===== src/rtl/bolt_pkg.sv =====
// Shared constants and enums for the player bolt recall logic.
package bolt_pkg;
  localparam int NUM_BOLTS    = 4;
  localparam int COORD_W      = 11;
  localparam int SCREEN_TOP_Y = 8;

  typedef enum logic [1:0] {IDLE, FLYING, RETURN} bolt_slot_st_t;
  typedef enum logic [1:0] {NONE, ALIEN, SHIELD} hit_kind_t;
endpackage


===== src/rtl/bolt_slot_fsm.sv =====
// One bolt slot: flight tracking, first-hit latch, and the recall handshake
// that is held for a fixed number of frames.
module bolt_slot_fsm
  import bolt_pkg::*;
#(
  parameter int TOP_LIMIT_Y   = SCREEN_TOP_Y,
  parameter int RETURN_FRAMES = 1
) (
  input  logic               clk,
  input  logic               reset,
  input  logic               startOfFrame,
  input  logic               boltFired,
  input  logic [COORD_W-1:0] boltY,
  input  logic               drawBolt,
  input  logic               drawAlien,
  input  logic               drawShield,
  output logic               boltReturn,
  output logic               alienHit,
  output logic               shieldHit
);
  localparam int CNT_W = $clog2(RETURN_FRAMES + 1);

  bolt_slot_st_t    state_q, state_d;
  hit_kind_t        latch_q, latch_d;
  logic [CNT_W-1:0] cnt_q, cnt_d;
  logic             alien_q, alien_d;
  logic             shield_q, shield_d;
  logic             hit_a, hit_s, off_scr;

  // Alien wins when both are drawn on the bolt's pixel.
  assign hit_a   = drawBolt & drawAlien;
  assign hit_s   = drawBolt & drawShield & ~drawAlien;
  // Bit 10 set means a negative/wrapped Y, which is also off-screen.
  assign off_scr = boltY[COORD_W-1] | (boltY < COORD_W'(TOP_LIMIT_Y));

  always_comb begin
    state_d  = state_q;
    latch_d  = latch_q;
    cnt_d    = cnt_q;
    alien_d  = 1'b0;
    shield_d = 1'b0;
    case (state_q)
      IDLE: begin
        if (startOfFrame && boltFired) begin
          state_d = FLYING;
          latch_d = NONE;
        end
      end
      FLYING: begin
        if (latch_q == NONE) begin
          if (hit_a) begin
            latch_d = ALIEN;
            alien_d = 1'b1;
          end else if (hit_s) begin
            latch_d  = SHIELD;
            shield_d = 1'b1;
          end
        end
        if (startOfFrame && ((latch_q != NONE) || hit_a || hit_s || off_scr)) begin
          state_d = RETURN;
          cnt_d   = CNT_W'(RETURN_FRAMES);
        end
      end
      RETURN: begin
        if (startOfFrame) begin
          cnt_d = cnt_q - 1'b1;
          if (cnt_q == CNT_W'(1)) state_d = IDLE;
        end
      end
      default: state_d = IDLE;
    endcase
  end

  always_ff @(posedge clk or posedge reset) begin
    if (reset) begin
      state_q  <= IDLE;
      latch_q  <= NONE;
      cnt_q    <= '0;
      alien_q  <= 1'b0;
      shield_q <= 1'b0;
    end else begin
      state_q  <= state_d;
      latch_q  <= latch_d;
      cnt_q    <= cnt_d;
      alien_q  <= alien_d;
      shield_q <= shield_d;
    end
  end

  assign boltReturn = (state_q == RETURN);
  assign alienHit   = alien_q;
  assign shieldHit  = shield_q;
endmodule


===== src/rtl/bolt_return_ctrl.sv =====
// Recall controller for all player bolt slots; each slot is an independent FSM
// sharing the frame strobe and the alien/shield draw requests.
module bolt_return_ctrl #(
  parameter int NUM_BOLTS     = bolt_pkg::NUM_BOLTS,
  parameter int TOP_LIMIT_Y   = bolt_pkg::SCREEN_TOP_Y,
  parameter int RETURN_FRAMES = 1
) (
  input  logic                                   clk,
  input  logic                                   reset,
  input  logic                                   startOfFrame,
  input  logic [NUM_BOLTS-1:0]                   boltFired,
  input  logic [NUM_BOLTS*bolt_pkg::COORD_W-1:0] boltY,
  input  logic [NUM_BOLTS-1:0]                   drawBolt,
  input  logic                                   drawAlien,
  input  logic                                   drawShield,
  output logic [NUM_BOLTS-1:0]                   boltReturn,
  output logic [NUM_BOLTS-1:0]                   alienHit,
  output logic [NUM_BOLTS-1:0]                   shieldHit
);
  localparam int CW = bolt_pkg::COORD_W;

  for (genvar g = 0; g < NUM_BOLTS; g++) begin : g_slot
    bolt_slot_fsm #(
      .TOP_LIMIT_Y  (TOP_LIMIT_Y),
      .RETURN_FRAMES(RETURN_FRAMES)
    ) u_slot (
      .clk         (clk),
      .reset       (reset),
      .startOfFrame(startOfFrame),
      .boltFired   (boltFired[g]),
      .boltY       (boltY[g*CW +: CW]),
      .drawBolt    (drawBolt[g]),
      .drawAlien   (drawAlien),
      .drawShield  (drawShield),
      .boltReturn  (boltReturn[g]),
      .alienHit    (alienHit[g]),
      .shieldHit   (shieldHit[g])
    );
  end
endmodule


===== config.mk =====
export PLATFORM = sky130hd
export DESIGN_NAME = bolt_return_ctrl
export DESIGN_NICKNAME = d
export VERILOG_FILES = /design/src/rtl/bolt_pkg.sv /design/src/rtl/bolt_slot_fsm.sv /design/src/rtl/bolt_return_ctrl.sv
export SDC_FILE = /design/constraint.sdc
export NUM_CORES = 1
export LEC_CHECK = 0
export BUFFER_PORTS_ARGS = -buffer_cell sky130_fd_sc_hd__buf_4
export CORE_MARGIN = 2
export CORE_UTILIZATION = 47
export CTS_BUF_LIST = sky130_fd_sc_hd__clkbuf_4 sky130_fd_sc_hd__clkbuf_8
export CTS_CLUSTER_DIAMETER = 100
export CTS_CLUSTER_SIZE = 25
export DETAILED_ROUTE_END_ITERATION = 8
export HOLD_SLACK_MARGIN = 0.1
export PLACE_DENSITY = 0.82
export REMOVE_ABC_BUFFERS = 1
export SYNTH_ARGS = -nofsm -noshare
export SYNTH_HDL_FRONTEND = slang
export SYNTH_SLANG_ARGS = --single-unit

===== constraint.sdc =====
create_clock -name clk -period 1.4 [get_ports clk]
set_input_delay 0.07 -clock clk [delete_from_list [all_inputs] [get_ports clk]]
set_output_delay 0.07 -clock clk [all_outputs]
set_load 0.1 [all_outputs]

==> flow_metrics.env, run 1 <==
export IMPL_status="complete, no violations"
export IMPL_required_ns=1.61
export IMPL_path_clk_slew_ns=0.15
export IMPL_portBuffers=56
export IMPL_final_period_utilization_pct=99.3
export IMPL_synth_yosys_seq_area_share_pct=48.2
export IMPL_io_pins=69
export IMPL_cts_buffers=3
export IMPL_hold_viol_final=0
export IMPL_drc_errors=0
export IMPL_synth_flop_cell="dfrtp_1"
export IMPL_wirelength_um=3470
export IMPL_initial_core_util_pct=48.5
export IMPL_timing_slew_headroom_pct=65.8
export IMPL_muxShareOfSynthArea_pct=0
export IMPL_die_area_mm2=0.00356
export IMPL_vias=1350
export IMPL_final_cell_area_mm2=0.00204
export IMPL_drive_gt1_share_pct=37.6
export IMPL_maxSlewViolCount=0
export IMPL_layout_setup_ws_ns=0.00994
export IMPL_fp_coreArea_mm2=0.00300
export IMPL_cp_data_arrival_time_ns=1.60
export IMPL_cts_max_level=1
export IMPL_final_cell_mix="buf_4 (61), dfrtp_1 (26), nand2_1 (22)"
export IMPL_clockBufferDepth=2
export IMPL_skew_ns=0.00632
export IMPL_synth_seq_cells=28
export IMPL_hold_worst_slack_ns=0.124
export IMPL_synth_edf_count=0
export IMPL_crit_type="input pin to flip-flop"
export IMPL_drtIter0Drc=18
export IMPL_leakage_uw=0.000965
export IMPL_detail_route_vias_per_cell=5.49
export IMPL_synthAdderAreaFrac_pct=0
export IMPL_n_antenna_cell=0
export IMPL_clkLatencyLatePin_ns=0.32
export IMPL_grt_first_pass_wirelength_um=5330
export IMPL_tightest_slew_ns=0.513
export IMPL_finalSetupViolations=0
export IMPL_fillerInstances=249
export IMPL_final_common_cell="buf_4"
export IMPL_start_kind="input pin"
export IMPL_crit_path_max_fanout=6
export IMPL_die_w_um=59.6
export IMPL_die_h_um=59.6
export IMPL_grt_pass1_vias=1306
export IMPL_power_density_mw_per_mm2=1820
export IMPL_cap_violations=0
export IMPL_end_kind="flip-flop"
export IMPL_dp_slack_ns=0.0502
export IMPL_synthSimpleGateAreaFrac_pct=26.9
export IMPL_syn_area_mm2=0.00146
export IMPL_root_buffer="clkbuf_4"
export IMPL_synth_top_family_by_area="simple AND/OR/NAND/NOR gates"
export IMPL_nets=271
export IMPL_gp_congestion=0.702
export IMPL_final_util_pct=68.0
export IMPL_row_count=20
export IMPL_peakVddDrop_uv=1310
export IMPL_synth_async_sr_flop_share_pct=100
export IMPL_avgSynthCellArea_um2=9.77
export IMPL_antenna_found_initial=0
export IMPL_cts_tree="yes"
export IMPL_fin_crit_ns=1.39
export IMPL_clock_sinks=28
export IMPL_synth_compound_area_share_pct=15.0
export IMPL_syn_to_final_growth_pct=40.4
export IMPL_dp_hpwl_um=2560
export IMPL_yosys_warnings=0
export IMPL_grt_max_degree=24
export IMPL_wire_per_inst_um=14.1
export IMPL_synthXorXnorAreaFrac_pct=2.41
export IMPL_postPlaceCellArea_mm2=0.00184
export IMPL_grt_ovfl_total=0
export IMPL_ant_nets=0
export IMPL_grt_usage_pct=19.8
export IMPL_ys_types=29
export IMPL_syn_inst=149
export IMPL_first_pass_iters=4
export IMPL_hold_class="input pin to flip-flop"
export IMPL_fmax_mhz=719
## flip-flops by register name, indices dropped and copies added (netlist names)
register,cells
g_slot.u_slot.latch_q,8
g_slot.u_slot.state_q,8
g_slot.u_slot.alienHit,4
g_slot.u_slot.cnt_q,4
g_slot.u_slot.shieldHit,4
## through the flow
step / total power (uW) / cells / setup TNS [ns]
global placement: 2930 / 228 / 0
global route: 3950 / 246 / -0.0262
detailed placement: 3010 / 228 / 0
CTS: 3560 / 241 / 0
finish: 3720 / 246 / 0
floorplan: 2540 / 135 / -4.43
## final timing paths
path / start / to / slack (ns) / cells past startpoint
max in group asynchronous: reset / g_slot[3].u_slot.state_q[1]$_DFFE_PP0P_ / 0.47 / 4
hold reg to reg: g_slot[2].u_slot.latch_q[0]$_DFFE_PP0P_ / g_slot[2].u_slot.shieldHit$_DFF_PP0_ / 0.51 / 1
setup reg to reg: g_slot[1].u_slot.latch_q[1]$_DFFE_PP0P_ / g_slot[1].u_slot.cnt_q$_DFFE_PP0P_ / 0.05 / 3
hold / removal: boltFired[2] / g_slot[2].u_slot.state_q[0]$_DFFE_PP0P_ / 0.12 / 4
min in group asynchronous: reset / g_slot[0].u_slot.alienHit$_DFF_PP0_ / 0.32 / 3
setup / recovery: drawAlien / g_slot[3].u_slot.state_q[1]$_DFFE_PP0P_ / 0.01 / 5
## logic make-up (layout without fill, tap and decap cells)
logic type             Yosys count  after routing
buffers and inverters           15             79
AO/OA/AOI/OAI                   30             30
flip-flops                      28             28
AND/OR/NAND/NOR                 72             72
XOR/XNOR                         4              4
## repair_timing
action / in CTS / in global routing
gates resized for setup: 0 / 8
hold buffers: 9 / 0
setup endpoints to repair: 0 / 8
buffers inserted: 0 / 5
endpoints found under the hold margin: 32 / 0
## cell type report
class                   instances  area (um2)  share of cell area, %
clock buffers                   3        22.5                   1.10
clock inverters                 1        30.0                   1.47
inverters                       1        3.75                  0.184
multi-input cells             106         649                   31.8
flip-flops and latches         28         703                   34.4
well taps                      33        41.3                   2.02
repair buffers                 74         593                   29.0
## power breakdown
group	internal [uW]	switching (uW)	total, uW
Clock	289	236	526
Sequential	1100	309	1410
Combinational	734	1060	1790
## worst max-delay path, stage by stage
cell and delay, ns:
dlygate4sd3_1 0.53, buf_4 0.16, or2_4 0.30, a221oi_2 0.37
o21ai_0 0.16
## cell usage after synthesis, drive strengths merged, types with 2 or more instances
cell type   n  area, um2
o21ai      11       55.1
and4        2       17.5
a21oi       5       25.0
nor2b       6       37.5
nand2b      2       12.5
nor3        8       40.0
buf        14        106
or3         4       25.0
nor2        8       30.0
nand3       2       10.0
nand4bb     2       22.5
nand2      22       82.6
a221oi      4       60.1
xor2        4       35.0
nand3b      6       45.0
or2         2       15.0
dfrtp      28        701
nor4        6       37.5
o31ai       3       22.5
o21a        4       30.0
## per-layer routing
layer / vias to the layer above / part of all wire [%] / track usage, %
met5: - / 0 / 0
met2: 47 / 52 / 37.4
met3: 4 / 5.9 / 2.18
met4: 0 / 1.2 / 6.03
met1: 649 / 41 / 23.1
li1: 650 / - / -
No activity file was read; power rests on OpenSTA's default activity.
==> run 2: changes to the inputs <==
PLACE_DENSITY = 0.83   (was 0.82)
SYNTH_HIERARCHICAL = 1   (was not set)
==> run 2 against run 1 <==
  * The run now ends with design-rule violations left
  * Total power down 1.8%
  * Critical endpoint is now boltReturn[3]
  * Sequential share of layout area about the same
  * Die area down 3.4%
  * Register-to-register slack better by 0.04 ns
  * Global-route usage up 0.24 points
  * Clock-buffer cell count unchanged
==> flow_metrics.env, run 2 <==
export IMPL_final_cell_mix="buf_4 (52), dfrtp_1 (27), nand2_1 (16)"
export IMPL_ys_types=18
export IMPL_grt_pass1_vias=1293
export IMPL_portBuffers=56
export IMPL_drtIter0Drc=25
export IMPL_cap_violations=0
export IMPL_layout_setup_ws_ns=0.0750
export IMPL_syn_to_final_growth_pct=45.7
export IMPL_syn_inst=144
export IMPL_avgSynthCellArea_um2=9.73
export IMPL_yosys_warnings=6
export IMPL_synth_yosys_seq_area_share_pct=50.0
export IMPL_wirelength_um=3400
export IMPL_path_clk_slew_ns=0.15
export IMPL_clkLatencyLatePin_ns=0.32
export IMPL_power_density_mw_per_mm2=1790
export IMPL_ys_top_cells_by_count="dfrtp_1 (28), nand2_1 (16), nor2_1 (12), o21a_1 (12)"
export IMPL_synth_top_area_share_pct=50.0
export IMPL_synth_async_sr_flop_share_pct=100
export IMPL_dp_hpwl_um=2510
export IMPL_start_kind="flip-flop"
export IMPL_fillerInstances=204
export IMPL_final_period_utilization_pct=94.6
export IMPL_rsz0062_at_grt="no"
export IMPL_initial_core_util_pct=50.0
export IMPL_cpMaxStageDelayCell="dfrtp_1"
export IMPL_yosys_cell_count_top_type="dfrtp_1"
export IMPL_post_cts_buffers=0
export IMPL_clockBufferDepth=2
export IMPL_clock_sinks=28
export IMPL_ant_nets=0
export IMPL_grt_usage_pct=20.1
export IMPL_required_ns=1.33
export IMPL_fin_crit_ns=1.32
export IMPL_gp_congestion=0.847
export IMPL_final_common_cell="buf_4"
export IMPL_fp_coreArea_mm2=0.00281
export IMPL_nets=273
export IMPL_yosysTopAreaCell="dfrtp_1"
export IMPL_root_buffer="clkbuf_4"
export IMPL_die_w_um=58.6
export IMPL_dp_slack_ns=0.109
export IMPL_violations="design-rule violations"
export IMPL_first_pass_iters=6
export IMPL_io_pins=69
export IMPL_grt_max_degree=25
export IMPL_drive_gt1_share_pct=32.6
export IMPL_maxSlewViolCount=0
export IMPL_peakVddDrop_uv=1040
export IMPL_grt_ovfl_total=0
export IMPL_vias=1368
export IMPL_crit_type="flip-flop to output port"
export IMPL_drc_errors=7
export IMPL_die_area_mm2=0.00343
export IMPL_cts_max_level=1
export IMPL_end_kind="output port"
export IMPL_finalPower_uw=3660
export IMPL_cts_buffers=3
export IMPL_detail_route_vias_per_cell=5.56
export IMPL_tightest_slew_ns=0.361
export IMPL_grt_first_pass_wirelength_um=5250
export IMPL_die_h_um=58.6
export IMPL_wire_per_inst_um=13.8
export IMPL_critPathMaxStageDelay_ns=0.44
export IMPL_n_antenna_cell=0
export IMPL_reg_top3="g_slot.u_slot/latch_q: 8 flops, g_slot.u_slot/state_q: 8 flops"
export IMPL_fmax_mhz=755
export IMPL_syn_area_mm2=0.00140
export IMPL_timing_slew_headroom_pct=75.7
export IMPL_crit_path_max_fanout=6
export IMPL_status="finished, violations left"
export IMPL_hold_viol_final=0
export IMPL_cts_tree="yes"
export IMPL_synth_edf_count=0
export IMPL_row_count=19
export IMPL_antenna_found_initial=0
export IMPL_cp_data_arrival_time_ns=1.25
export IMPL_synth_seq_cells=28
export IMPL_leakage_uw=0.000965
export IMPL_hold_class="input pin to flip-flop"
export IMPL_synth_flop_cell="dfrtp_1"
export IMPL_crit_chain="nor2b_1 -> buf_6"
export IMPL_finalSetupViolations=0
export IMPL_final_util_pct=72.8
export IMPL_synth_top_cells_by_area="dfrtp_1 (50%), o21a_1 (6.4%), nand2_1 (4.3%), nand3b_1 (4.3%), a211oi_2 (3.6%)"
export IMPL_r2r_slack_ns=0.09
export IMPL_skew_ns=0.00905
run 2: layout make-up:
class                      count  area [um2]  share of cell area, %
clock buffer                   3        22.5                   1.10
clock inverter                 1        30.0                   1.47
inverter                       8        30.0                   1.47
multi-input combinational    108         673                   33.0
sequential                    28         702                   34.4
tap                           31        38.8                   1.90
timing repair buffer          67         546                   26.7
run 2: path summary, 6_finish.rpt:
kind	start	endpoint	cells past startpoint
max	g_slot[3].u_slot/state_q[1]$_DFFE_PP0P_	boltReturn[3]	2
min	startOfFrame	g_slot[0].u_slot/cnt_q$_DFFE_PP0P_	3
max reg2reg	g_slot[2].u_slot/latch_q[0]$_DFFE_PP0P_	g_slot[2].u_slot/state_q[1]$_DFFE_PP0P_	3
min reg2reg	g_slot[1].u_slot/latch_q[1]$_DFFE_PP0P_	g_slot[1].u_slot/latch_q[1]$_DFFE_PP0P_	1
max in group asynchronous	reset	g_slot[2].u_slot/state_q[1]$_DFFE_PP0P_	3
min in group asynchronous	reset	g_slot[0].u_slot/alienHit$_DFF_PP0_	3
run 2: cells by family (layout without fill, tap and decap cells):
kind of cell    count (synthesis)  in the layout  synth area share (%)
buf+inv                         8             79                  2.14
xor+xnor                        4              4                  2.50
simple gates                   72             72                  28.6
compound gates                 32             32                  16.8
flops                          28             28                  50.0
run 2: per-stage QoR:
step / cell area, um2 / setup TNS [ns] / hold WS, ns / cells
floorplan: 1400 / -4.47 / -0.127 / 144
global placement: 1860 / 0 / 0.0411 / 231
global route: 2040 / 0 / 0.129 / 246
finish: 2040 / 0 / 0.125 / 246
CTS: 2020 / 0 / 0.106 / 246
detailed placement: 1860 / 0 / 0.0529 / 231
run 2: power breakdown:
part	internal (uW)	total [uW]	leakage (uW)	switching, uW
Sequential	1110	1420	0.000357	310
Combinational	687	1720	0.000580	1030
Clock	289	524	0.0000279	235
Total	2080	3660	0.000965	1570
run 2: repair_timing:
item	4_1_cts	5_1_grt
hold buffers	11	0
endpoints found under the hold margin	45	0
resized for setup	0	6
endpoints found under the setup margin	0	4
run 2: critical path: cells and delay by family, from the launching register on:
family	cells	cell delay [ns]
DFF	1	0.44
buffers and inverters	1	0.26
and+or+nand+nor	1	0.24
run 2: metal layers:
layer | part of all wire (%) | wire length (um) | track usage [%]
met1 | 40 | 1370 | 23.0
met2 | 51 | 1740 | 36.9
met3 | 6.9 | 234 | 3.08
met4 | 1.6 | 53 | 8.44
met5 | 0 | 0 | 0
==> run 3: changes to the inputs <==
CELL_PAD_IN_SITES_DETAIL_PLACEMENT = 0   (was not set)
CELL_PAD_IN_SITES_GLOBAL_PLACEMENT = 1   (was not set)
CORE_UTILIZATION = 34   (was 47)
PLACE_DENSITY = 0.82   (was 0.83)
==> run 3 against run 2 <==
  * The run now ends clean
  * Largest cell class unchanged
  * Fmax grew 0.21%
  * Sequential power is essentially flat
  * First-iteration DRC count grew to 3.0 times the previous value
  * Register-to-register slack is essentially flat
==> flow_metrics.env, run 3 (synthesis gave the netlist of run 2 again) <==
export IMPL_status="complete, no violations"
export IMPL_die_area_mm2=0.00465
export IMPL_cp_data_arrival_time_ns=1.47
export IMPL_finalPower_uw=3520
export IMPL_final_util_pct=49.7
export IMPL_detail_route_vias_per_cell=5.12
export IMPL_skew_ns=0.00382
export IMPL_clock_sinks=28
export IMPL_required_ns=1.55
export IMPL_root_buffer="clkbuf_8"
export IMPL_timing_slew_headroom_pct=77.9
export IMPL_maxSlewViolCount=0
export IMPL_critPathMaxStageDelay_ns=0.41
export IMPL_crit_type="flip-flop to flip-flop"
export IMPL_clockBufferDepth=2
export IMPL_crit_chain="or3_1 -> a211oi_2 -> o21ai_1"
export IMPL_cts_max_level=1
export IMPL_die_w_um=68.2
export IMPL_rsz0062_at_grt="no"
export IMPL_gp_congestion=0.829
export IMPL_power_density_mw_per_mm2=1780
export IMPL_io_pins=69
export IMPL_fmax_mhz=756
export IMPL_crit_family="flip-flops"
export IMPL_fin_crit_ns=1.32
export IMPL_final_cell_mix="buf_4 (57), dfrtp_1 (28), nand2_1 (16)"
export IMPL_wirelength_um=3480
export IMPL_place_inst=250
export IMPL_cap_violations=0
export IMPL_drive_gt1_share_pct=32.7
export IMPL_cts_buffers=3
export IMPL_grt_first_pass_wirelength_um=5520
export IMPL_tightest_slew_ns=0.328
export IMPL_dp_slack_ns=0.115
export IMPL_grt_ovfl_total=0
export IMPL_nets=267
export IMPL_start_kind="flip-flop"
export IMPL_vias=1321
export IMPL_ant_nets=0
export IMPL_grt_usage_pct=15.7
export IMPL_peakVddDrop_uv=666
export IMPL_initial_core_util_pct=35.3
export IMPL_drc_errors=0
export IMPL_die_h_um=68.2
export IMPL_first_pass_iters=4
export IMPL_crit_path_max_fanout=3
export IMPL_grt_max_degree=25
export IMPL_clkLatencyLatePin_ns=0.27
export IMPL_n_antenna_cell=0
export IMPL_final_period_utilization_pct=94.4
export IMPL_crit_buf_inv=0
export IMPL_hold_class="input pin to flip-flop"
export IMPL_grt_pass1_vias=1325
export IMPL_reg_top3="g_slot.u_slot/latch_q: 8 flops, g_slot.u_slot/state_q: 8 flops"
export IMPL_path_clk_slew_ns=0.09
export IMPL_portBuffers=56
export IMPL_fin_tns_setup_ns=0
export IMPL_wire_per_inst_um=13.5
export IMPL_row_count=23
export IMPL_drtIter0Drc=76
export IMPL_dp_hpwl_um=2690
export IMPL_leakage_uw=0.000933
export IMPL_final_cells=258
export IMPL_end_kind="flip-flop"
export IMPL_hold_viol_final=0
export IMPL_cts_tree="yes"
export IMPL_final_common_cell="buf_4"
export IMPL_layout_setup_ws_ns=0.0779
export IMPL_finalSetupViolations=0
export IMPL_fp_coreArea_mm2=0.00397
export IMPL_cpMaxStageDelayCell="dfrtp_1"
export IMPL_syn_to_final_growth_pct=40.8
export IMPL_antenna_found_initial=0
run 3: path summary, 6_finish.rpt:
| path | startpoint | to | slack (ns) | cells after the start |
|---|---|---|---|---|
| worst max-delay path | g_slot[2].u_slot/latch_q[0]$_DFFE_PP0P_ | g_slot[2].u_slot/state_q[1]$_DFFE_PP0P_ | 0.08 | 3 |
| worst min-delay path | boltFired[3] | g_slot[3].u_slot/latch_q[1]$_DFFE_PP0P_ | 0.11 | 3 |
| worst max register to register | g_slot[2].u_slot/latch_q[0]$_DFFE_PP0P_ | g_slot[2].u_slot/state_q[1]$_DFFE_PP0P_ | 0.08 | 3 |
| worst min register to register | g_slot[1].u_slot/cnt_q$_DFFE_PP0P_ | g_slot[1].u_slot/cnt_q$_DFFE_PP0P_ | 0.53 | 2 |
| max in group asynchronous | reset | g_slot[2].u_slot/shieldHit$_DFF_PP0_ | 0.86 | 3 |
| min in group asynchronous | reset | g_slot[3].u_slot/state_q[1]$_DFFE_PP0P_ | 0.31 | 3 |
run 3: layer usage:
| layer | wire length, um | track usage, % | up-vias |
|---|---|---|---|
| li1 | - | - | 652 |
| met1 | 1450 | 17.9 | 630 |
| met2 | 1780 | 29.6 | 35 |
| met3 | 215 | 2.63 | 4 |
| met4 | 37 | 4.50 | 0 |
| met5 | 0 | 0 | - |
run 3: cell type report:
cell class / instances / area (um2)
flip-flops and latches: 28 / 701
inverters: 8 / 30.0
multi-input cells: 108 / 671
repair buffers: 61 / 468
clock buffers: 3 / 41.3
fillers: 393 / 2000
well taps: 50 / 62.6
run 3: power by group:
part | total, uW | switching (uW) | internal [uW]
clock network | 429 | 236 | 193
logic | 1670 | 1010 | 660
registers | 1420 | 316 | 1110
run 3: repair_timing:
action / CTS / global route
hold endpoints to repair: 32 / 0
buffers inserted: 0 / 1
resized for setup: 0 / 2
endpoints found under the setup margin: 0 / 1
hold buffers: 4 / 0
run 3: through the flow:
stage / instance area [um2] / hold WS, ns
2_1_floorplan: 1400 / -0.127
3_3_place_gp: 1880 / 0.0434
3_5_place_dp: 1880 / 0.0469
4_1_cts: 1970 / 0.100
5_1_grt: 1970 / 0.102
6_report: 1970 / 0.107
run 3: worst reg2reg max path, cell delays in order, from the launching register on:
cell	delay [ns]
dfrtp_1	0.41
or3_1	0.40
a211oi_2	0.28
o21ai_1	0.12
